**config.mk**
```make
export PLATFORM = sky130hd
export DESIGN_NAME = universal_shift_register
export DESIGN_NICKNAME = d
export VERILOG_FILES = /design/src/rtl/universal_shift_register.sv
export SDC_FILE = /design/constraint.sdc
export NUM_CORES = 1
export LEC_CHECK = 0
export BUFFER_PORTS_ARGS = -buffer_cell sky130_fd_sc_hd__buf_4
export CORE_UTILIZATION = 50
export DETAILED_ROUTE_END_ITERATION = 7
export GPL_ROUTABILITY_DRIVEN = 0
export PLACE_DENSITY = 0.78
export SLEW_MARGIN = 40
export SYNTH_ARGS = -nofsm -noshare
export SYNTH_HDL_FRONTEND = slang
export SYNTH_SLANG_ARGS = --single-unit
```
**constraint.sdc**
```tcl
create_clock -name clock -period 2.1 [get_ports clock]
set_input_delay 0.42 -clock clock [delete_from_list [all_inputs] [get_ports clock]]
set_output_delay 0.42 -clock clock [all_outputs]
set_load 0.02 [all_outputs]
```
**src/rtl/universal_shift_register.sv**
```systemverilog
// -----------------------------------------------------------------------------
// universal_shift_register
//
// Purpose:
//   WIDTH-bit register that loads a parallel word or shifts it logically,
//   arithmetically or by rotation. Shifts run in steps of at most STEP bits
//   per clock edge, with a start/busy/done handshake. The first step happens
//   on the edge that accepts the command, so a shift of n steps takes n edges
//   and busy is high for n-1 cycles.
//
// Configuration:
//   USR_ROTATE_EN  defined   -> ops 5/6 perform ROL/ROR.
//                  undefined -> ops 5/6 are illegal (err + done pulse, Q held)
//                               and no rotate logic is built.
//
// Ports:
//   clock      in   1      rising-edge clock
//   reset      in   1      asynchronous, active-high reset
//   start      in   1      command strobe, accepted only while busy==0
//   op         in   3      0 NOP, 1 LOAD, 2 SLL, 3 SRL, 4 SRA, 5 ROL, 6 ROR
//   amount     in   AW     shift distance, sampled at accept
//   D          in   WIDTH  parallel load data, sampled at accept
//   serial_in  in   1      fill bit for SLL/SRL, sampled on every step edge
//   Q          out  WIDTH  register contents
//   busy       out  1      high while a multi-step shift is in progress
//   done       out  1      one-cycle pulse when a command completes
//   err        out  1      one-cycle pulse when an illegal op is accepted
// -----------------------------------------------------------------------------
module universal_shift_register #(
    parameter int WIDTH = 8,
    parameter int STEP  = 2,
    parameter int AW    = $clog2(WIDTH)
) (
    input  logic             clock,
    input  logic             reset,
    input  logic             start,
    input  logic [2:0]       op,
    input  logic [AW-1:0]    amount,
    input  logic [WIDTH-1:0] D,
    input  logic             serial_in,
    output logic [WIDTH-1:0] Q,
    output logic             busy,
    output logic             done,
    output logic             err
);

    localparam logic [2:0] OP_NOP  = 3'd0;
    localparam logic [2:0] OP_LOAD = 3'd1;
    localparam logic [2:0] OP_SLL  = 3'd2;
    localparam logic [2:0] OP_SRL  = 3'd3;
    localparam logic [2:0] OP_SRA  = 3'd4;
`ifdef USR_ROTATE_EN
    localparam logic [2:0] OP_ROL  = 3'd5;
    localparam logic [2:0] OP_ROR  = 3'd6;
`endif

    // STEP <= WIDTH-1 always fits in the amount width.
    localparam logic [AW-1:0] STEP_K = AW'(STEP);

    typedef enum logic {
        IDLE,
        SHIFT
    } state_t;

    state_t          state;
    state_t          state_next;
    logic [WIDTH-1:0] q_next;
    logic [AW-1:0]   remaining;
    logic [AW-1:0]   remaining_next;
    logic [2:0]      op_reg;
    logic [2:0]      op_next;
    logic            done_next;
    logic            err_next;

    logic [AW-1:0]    step_amount;
    logic [2:0]       step_op;
    logic [AW-1:0]    step_k;
    logic [AW-1:0]    rem_after;
    logic [WIDTH-1:0] step_q;
    logic             shift_cmd;

    // One step of k bits. The word is widened to twice its width with the
    // fill (or a copy of itself for rotates) on the vacated side, so the
    // wanted half can be selected after a plain shift.
    function automatic logic [WIDTH-1:0] step_shift(
        input logic [WIDTH-1:0] val,
        input logic [2:0]       sop,
        input logic [AW-1:0]    k,
        input logic             fill
    );
        logic [WIDTH-1:0] res;
        res = val;
        case (sop)
            OP_SLL:  res = WIDTH'(({val, {WIDTH{fill}}} << k) >> WIDTH);
            OP_SRL:  res = WIDTH'({{WIDTH{fill}}, val} >> k);
            OP_SRA:  res = WIDTH'({{WIDTH{val[WIDTH-1]}}, val} >> k);
`ifdef USR_ROTATE_EN
            OP_ROL:  res = WIDTH'(({val, val} << k) >> WIDTH);
            OP_ROR:  res = WIDTH'({val, val} >> k);
`endif
            default: res = val;
        endcase
        return res;
    endfunction

    // In IDLE the step operates on the command being accepted; in SHIFT it
    // continues the latched command with whatever distance is left.
    always_comb begin
        step_amount = (state == IDLE) ? amount : remaining;
        step_op     = (state == IDLE) ? op : op_reg;
        step_k      = (step_amount < STEP_K) ? step_amount : STEP_K;
        rem_after   = step_amount - step_k;
        step_q      = step_shift(Q, step_op, step_k, serial_in);
    end

    // Which op codes start a shift; rotates only exist when enabled.
    always_comb begin
        shift_cmd = 1'b0;
        case (op)
            OP_SLL, OP_SRL, OP_SRA: shift_cmd = 1'b1;
`ifdef USR_ROTATE_EN
            OP_ROL, OP_ROR:         shift_cmd = 1'b1;
`endif
            default:                shift_cmd = 1'b0;
        endcase
    end

    // Next-state logic. done/err are pulses, so they default low and are
    // raised only on the edge that finishes (or rejects) a command.
    always_comb begin
        state_next     = state;
        q_next         = Q;
        remaining_next = remaining;
        op_next        = op_reg;
        done_next      = 1'b0;
        err_next       = 1'b0;
        case (state)
            IDLE: begin
                if (start) begin
                    if (op == OP_NOP) begin
                        done_next = 1'b1;
                    end else if (op == OP_LOAD) begin
                        q_next    = D;
                        done_next = 1'b1;
                    end else if (shift_cmd) begin
                        op_next = op;
                        q_next  = step_q;
                        if (rem_after == '0) begin
                            done_next = 1'b1;
                        end else begin
                            state_next     = SHIFT;
                            remaining_next = rem_after;
                        end
                    end else begin
                        err_next  = 1'b1;
                        done_next = 1'b1;
                    end
                end
            end
            SHIFT: begin
                q_next         = step_q;
                remaining_next = rem_after;
                if (rem_after == '0) begin
                    state_next = IDLE;
                    done_next  = 1'b1;
                end
            end
            default: state_next = IDLE;
        endcase
    end

    // State and output registers; reset aborts any command in flight.
    always_ff @(posedge clock or posedge reset) begin
        if (reset) begin
            state     <= IDLE;
            Q         <= '0;
            remaining <= '0;
            op_reg    <= OP_NOP;
            done      <= 1'b0;
            err       <= 1'b0;
        end else begin
            state     <= state_next;
            Q         <= q_next;
            remaining <= remaining_next;
            op_reg    <= op_next;
            done      <= done_next;
            err       <= err_next;
        end
    end

    assign busy = (state == SHIFT);

endmodule

```
==> impl_metrics.ini, run 1 <==
[setup_path]
worst_setup_path_end_kind = flip-flop
cp.depth = 6
crit_end = Q[4]
crit_fanout = 8
regToRegSetupSlack_ns = 0.07
reg2reg_from = busy
crit_path_start = busy
critPathArrivalTime_ns = 2.21
cp_slowest_cell = or4b_4
crit_family = simple AND/OR/NAND/NOR gates
reg2reg_to = Q[4]
crit_path_start_kind = flip-flop
r2r_cells = 6
path_class = reg -> reg
worstPathCellList = buf_4, or4b_4, a21oi_1, nor3_1, o311ai_1, nand3_1
max_stage_delay_ns = 0.56
crit_buf_inv = 1
cp.required_ns = 2.28

[synth]
synth_nets = 202
netlist_instances = 183
synthAdderAreaFrac_pct = 0.818
synth_edf_count = 0
avgSynthCellArea_um2 = 8.36
async_flop_share_pct = 100
yosys.area_share.simple_pct = 31.3
synthXorXnorAreaFrac_pct = 1.15
syn_area_mm2 = 0.00153
synth_top_family_by_area = simple AND/OR/NAND/NOR gates
synth_cell_type_count = 58
yosys_warnings = 0
synth_mux_area_share_pct = 2.86
seq_area_frac_synth_pct = 27.8
synth_top_flop_cell = dfrtp_1
synth-compound-area-share_pct = 30.2
ys_seq_elements = 17

[place]
portBuffers = 28
dp_hpwl_mm = 3.26
dpl_cell_area_mm2 = 0.00179

[floorplan]
rows = 19
io-pin-count = 29
core_mm2 = 0.00283
start_util_pct = 54.0
die_w_um = 57.3
dieHeight_um = 57.3
die_area_mm2 = 0.00328

[cells_and_area]
final_cell_mix = buf_4 (40), dfrtp_1 (16), nor2_1 (14), a21oi_1 (13), o21ai_0 (13)
final_cell_area_mm2 = 0.00188
fill_cells = 241
antenna_cells = 0
area_growth_pct = 22.8
largest_reg_flops = 8
num-nets-final = 239
drive_gt1_share_pct = 32.4
final_util_pct = 66.4
final_common_cell = buf_4

[clock_tree]
ctsRootBufferMaster = clkbuf_4
clock-sinks = 17
cts_tree = yes
hold_buffers = 0
cts.clk_slew.worst_paths_ns = 0.10
htree_levels = 1
cts_buffer_depth = 2
cts_inserted_buffers = 3
clock_latency_ns = 0.30

[global_route]
grt_pass1_vias = 1628
gr-usage-all-layers_pct = 29.4
antenna_found_initial = 0
grt-ovfl-total = 0
met2_usage_pct = 46.6
busiest_layer = met2
gr-usage-met3_pct = 7.48
grt_util_met1_pct = 36.7
grt_pass1_wl_mm = 7.42
grt_max_degree = 18

[power_and_ir_drop]
irDropWorstVdd_v = 0.000707
power_density_mw_per_mm2 = 1390
leakage_nw = 0.777
total_power_mw = 2.61

[detailed_routing]
drtIter0Drc = 124
avgRoutedWirePerCell_um = 17.6
drc = 4
wirelength_mm = 4.41
num_vias = 1672
firstDrtPassIters = 6
vias_per_cell = 6.69
ant_nets = 0

[run]
drv_cap = 0

[timing]
clock_skew_ns = 0.00259
rsz0062_at_grt = true
final_max_slew_viol_count = 0
min_period_ns = 2.03
tns_ns = 0
setup_violations = 0
relSlewSlack_pct = 55.3
tightest_slew_ns = 0.670
whs_ns = 0.205
min_period_over_period_pct = 96.5
hold_viol = 0
fmax_mhz = 494

[outcome]
violations = DRC
status = complete, but fails checks

[min_path]
hold_path_class = in -> async
[cell families (layout without fill, tap and decap cells)]
group           count (synthesis)  count (layout)
fa+ha+maj                       1               1
xor+xnor                        2               2
mux                             4               4
compound gates                 65              65
other cells                     1               1
buf+inv                        15              51
simple gates                   78              78
flops                          17              17
[cells in the mapped netlist (3+ instances only)]
library cell   n  share of area (%)
dfrtp_1       17                 28
a21oi_1       15                4.9
nor2_1        14                3.4
o21ai_0       13                4.3
nor3_1        12                3.9
nand2_1        9                2.2
nor4_1         8                3.3
inv_1          6                1.5
nand3_1        6                2.0
o211ai_1       6                2.9
buf_2          5                1.6
a211oi_1       4                2.0
nor3b_1        4                2.0
a31oi_1        3                1.2
and3_1         3                1.2
buf_6          3                2.2
mux2_2         3                2.2
o22ai_1        3                1.2
or3_1          3                1.2
[power breakdown]
part | internal (mW) | switching [mW] | leakage (nW)
registers | 0.473 | 0.225 | 0.207
logic | 0.792 | 0.934 | 0.555
clock network | 0.0742 | 0.112 | 0.0150
[repair_timing]
item                       4_1_cts  5_1_grt
buffers inserted                 1        4
pin swaps                        0        2
setup endpoints to repair        2        7
gates resized for setup          0        7
[stage by stage]
| step | setup WS (ns) | cells |
|---|---|---|
| final | 0.0738 | 250 |
| after global routing | -0.0107 | 250 |
| after CTS | 0.0435 | 246 |
| after detailed placement | -0.0405 | 241 |
| after global placement | 0.0777 | 241 |
| after floorplan | 0.151 | 183 |
[layer usage]
metal  share of wire (%)  vias up
li1                    -      786
met1                  41      785
met2                  49       89
met3                 8.1       12
met4                 1.9        0
met5                   0        -
[how the worst min path moves through the flow]
stage	start	to	slack, ns	depth (start not counted)
finish	reset	done	0.21	2
global route	reset	err	0.27	2
CTS	reset	op_reg[0]	0.23	2
detailed placement	Q[0]	Q[0]	0.56	2
global placement	reset	err	0.56	2
floorplan	reset	Q[0]	0.35	1
[area by class of cell]
class                      instances  area, um2  share of cell area, %
clock buffer                       4       26.3                   1.40
multi-input combinational        151       1060                   56.2
inverter                           6       22.5                   1.20
sequential                        17        427                   22.7
tap                               31       38.8                   2.07
timing repair buffer              41        308                   16.4
Note: power is estimated with default switching activity, not from simulation.
==> run 2: changes to the inputs <==
--- a/config.mk
+++ b/config.mk
@@ -5,11 +5,12 @@
 export SDC_FILE = /design/constraint.sdc
 export NUM_CORES = 1
 export LEC_CHECK = 0
-export BUFFER_PORTS_ARGS = -buffer_cell sky130_fd_sc_hd__buf_4
-export CORE_UTILIZATION = 50
+export CORE_UTILIZATION = 57
 export DETAILED_ROUTE_END_ITERATION = 7
+export DONT_BUFFER_PORTS = 1
 export GPL_ROUTABILITY_DRIVEN = 0
-export PLACE_DENSITY = 0.78
+export PLACE_DENSITY = 0.77
+export RECOVER_POWER = 100
 export SLEW_MARGIN = 40
 export SYNTH_ARGS = -nofsm -noshare
 export SYNTH_HDL_FRONTEND = slang
==> run 2 against run 1 <==
Against the previous run:
- the flow now finishes without violations
- cell count shrank 13%
- largest cell class unchanged
- sequential cell count stayed put
- register-to-register slack about the same
- maximum frequency down 0.11%
- global-route usage grew 1.9 points
- sequential share of layout area increased by 3.5 points
- power decreased by 10%
- clock skew about the same
- critical path type unchanged
==> impl_metrics.ini, run 2 (synthesis results as in run 1) <==
[run]
drv_cap = 0

[timing]
tightest_slew_ns = 0.693
min_period_ns = 2.03
min_period_over_period_pct = 96.6
fmax_mhz = 493
rsz0062_at_grt = true
setup_violations = 0
clock_skew_ns = 0.00308
hold_viol = 0
relSlewSlack_pct = 53.8
final_max_slew_viol_count = 0

[detailed_routing]
vias_per_cell = 7.24
avgRoutedWirePerCell_um = 19.4
drc = 0
ant_nets = 0
firstDrtPassIters = 4
num_vias = 1572
drtIter0Drc = 67
wirelength_mm = 4.21

[cells_and_area]
area_growth_pct = 6.30
register_area_um2 = 427
final_cell_mix = dfrtp_1 (16), a21oi_1 (15), nor2_1 (14), o21ai_0 (13), nor3_1 (11)
multi_input_area_mm2 = 0.00104
final_common_cell = dfrtp_1
antenna_cells = 0
drive_gt1_share_pct = 18.7
fill_cells = 217
fin_cells = 217
largest_reg_flops = 8
num-nets-final = 207

[setup_path]
crit_path_start_kind = flip-flop
reg2reg_from = busy
regToRegSetupSlack_ns = 0.07
crit_fanout = 16
worstPathCellList = nor3b_2, a31oi_1, ha_1, xor2_1, a211oi_2, o21a_1, mux2_4
max_stage_delay_ns = 0.53
path_class = reg -> reg
critPathArrivalTime_ns = 2.22
cp_slowest_cell = dfrtp_2
r2r_cells = 7
reg2reg_to = remaining[2]
cp.required_ns = 2.29
worst_setup_path_end_kind = flip-flop

[clock_tree]
htree_levels = 1
hold_buffers = 0
cts_buffer_depth = 2
cts_tree = yes
cts.clk_slew.worst_paths_ns = 0.11
clock-sinks = 17
cts_inserted_buffers = 3
ctsRootBufferMaster = clkbuf_4
clock_latency_ns = 0.30

[floorplan]
rows = 18
io-pin-count = 29
start_util_pct = 61.2
die_area_mm2 = 0.00289
core_mm2 = 0.00250
dieHeight_um = 53.8
die_w_um = 53.8

[place]
place_inst = 213
dp_hpwl_mm = 3.11
portBuffers = 0

[global_route]
grt_pass1_wl_mm = 6.47
grt-ovfl-total = 0
grt_max_degree = 18
grt_pass1_vias = 1427
gr-usage-all-layers_pct = 31.3
antenna_found_initial = 0

[min_path]
hold_path_class = in -> async

[power_and_ir_drop]
leakage_nw = 0.620
total_power_mw = 2.35
irDropWorstVdd_v = 0.000877
power_density_mw_per_mm2 = 1450

[outcome]
status = complete, no violations
-- run 2: per-layer routing --
metal  GRT usage, %  routed length [um]
met3           6.78                 444
met1           42.7                1780
met5              0                   0
met4           14.9                  55
met2           46.5                1930
-- run 2: what timing repair did --
item	4_1_cts	5_1_grt
endpoints found under the setup margin	2	2
setup buffers	0	0
pin swaps	0	0
gates resized for setup	1	3
-- run 2: final cells by class --
type / count / share of cell area (%)
multi-input cells: 151 / 64.2
flip-flops and latches: 17 / 26.3
repair buffers: 9 / 4.16
well taps: 30 / 2.31
clock buffers: 3 / 1.39
inverters: 6 / 1.39
clock inverters: 1 / 0.308
-- run 2: worst max-delay path by stage --
stage              endpoint  start  cells past startpoint
6_report       remaining[2]   busy                      7
3_5_place_dp           Q[3]   busy                      6
3_3_place_gp           Q[6]   busy                      6
5_1_grt                Q[5]   busy                      5
2_1_floorplan          Q[5]   busy                      7
4_1_cts        remaining[1]   busy                      7
-- run 2: where the power goes --
group          internal (mW)  leakage, nW  switching (mW)
registers              0.471        0.207           0.349
clock network         0.0710       0.0177           0.114
logic                  0.609        0.395           0.736
total                   1.15        0.620            1.20
-- run 2: critical path, delay by kind of cell (launching register included) --
| kind | cells | cell delay (ns) |
|---|---|---|
| XOR/XNOR | 1 | 0.19 |
| AO/OA/AOI/OAI | 3 | 0.49 |
| AND/OR/NAND/NOR | 1 | 0.20 |
| multiplexers | 1 | 0.31 |
| flip-flops | 1 | 0.53 |
| adder cells (fa/ha/maj) | 1 | 0.20 |
-- run 2: per-stage QoR --
step	area, um2	hold WS [ns]	worst slack [ns]	util (%)	TNS (ns)
floorplan	1550	0.346	0.151	-	0
finish	1630	0.104	0.0715	65.0	0
global placement	1590	0.439	0.130	63.5	0
global route	1630	0.149	-0.00413	65.0	-0.00813
CTS	1620	0.124	0.0933	64.9	0
detailed placement	1590	0.450	-0.00208	63.5	-0.00208
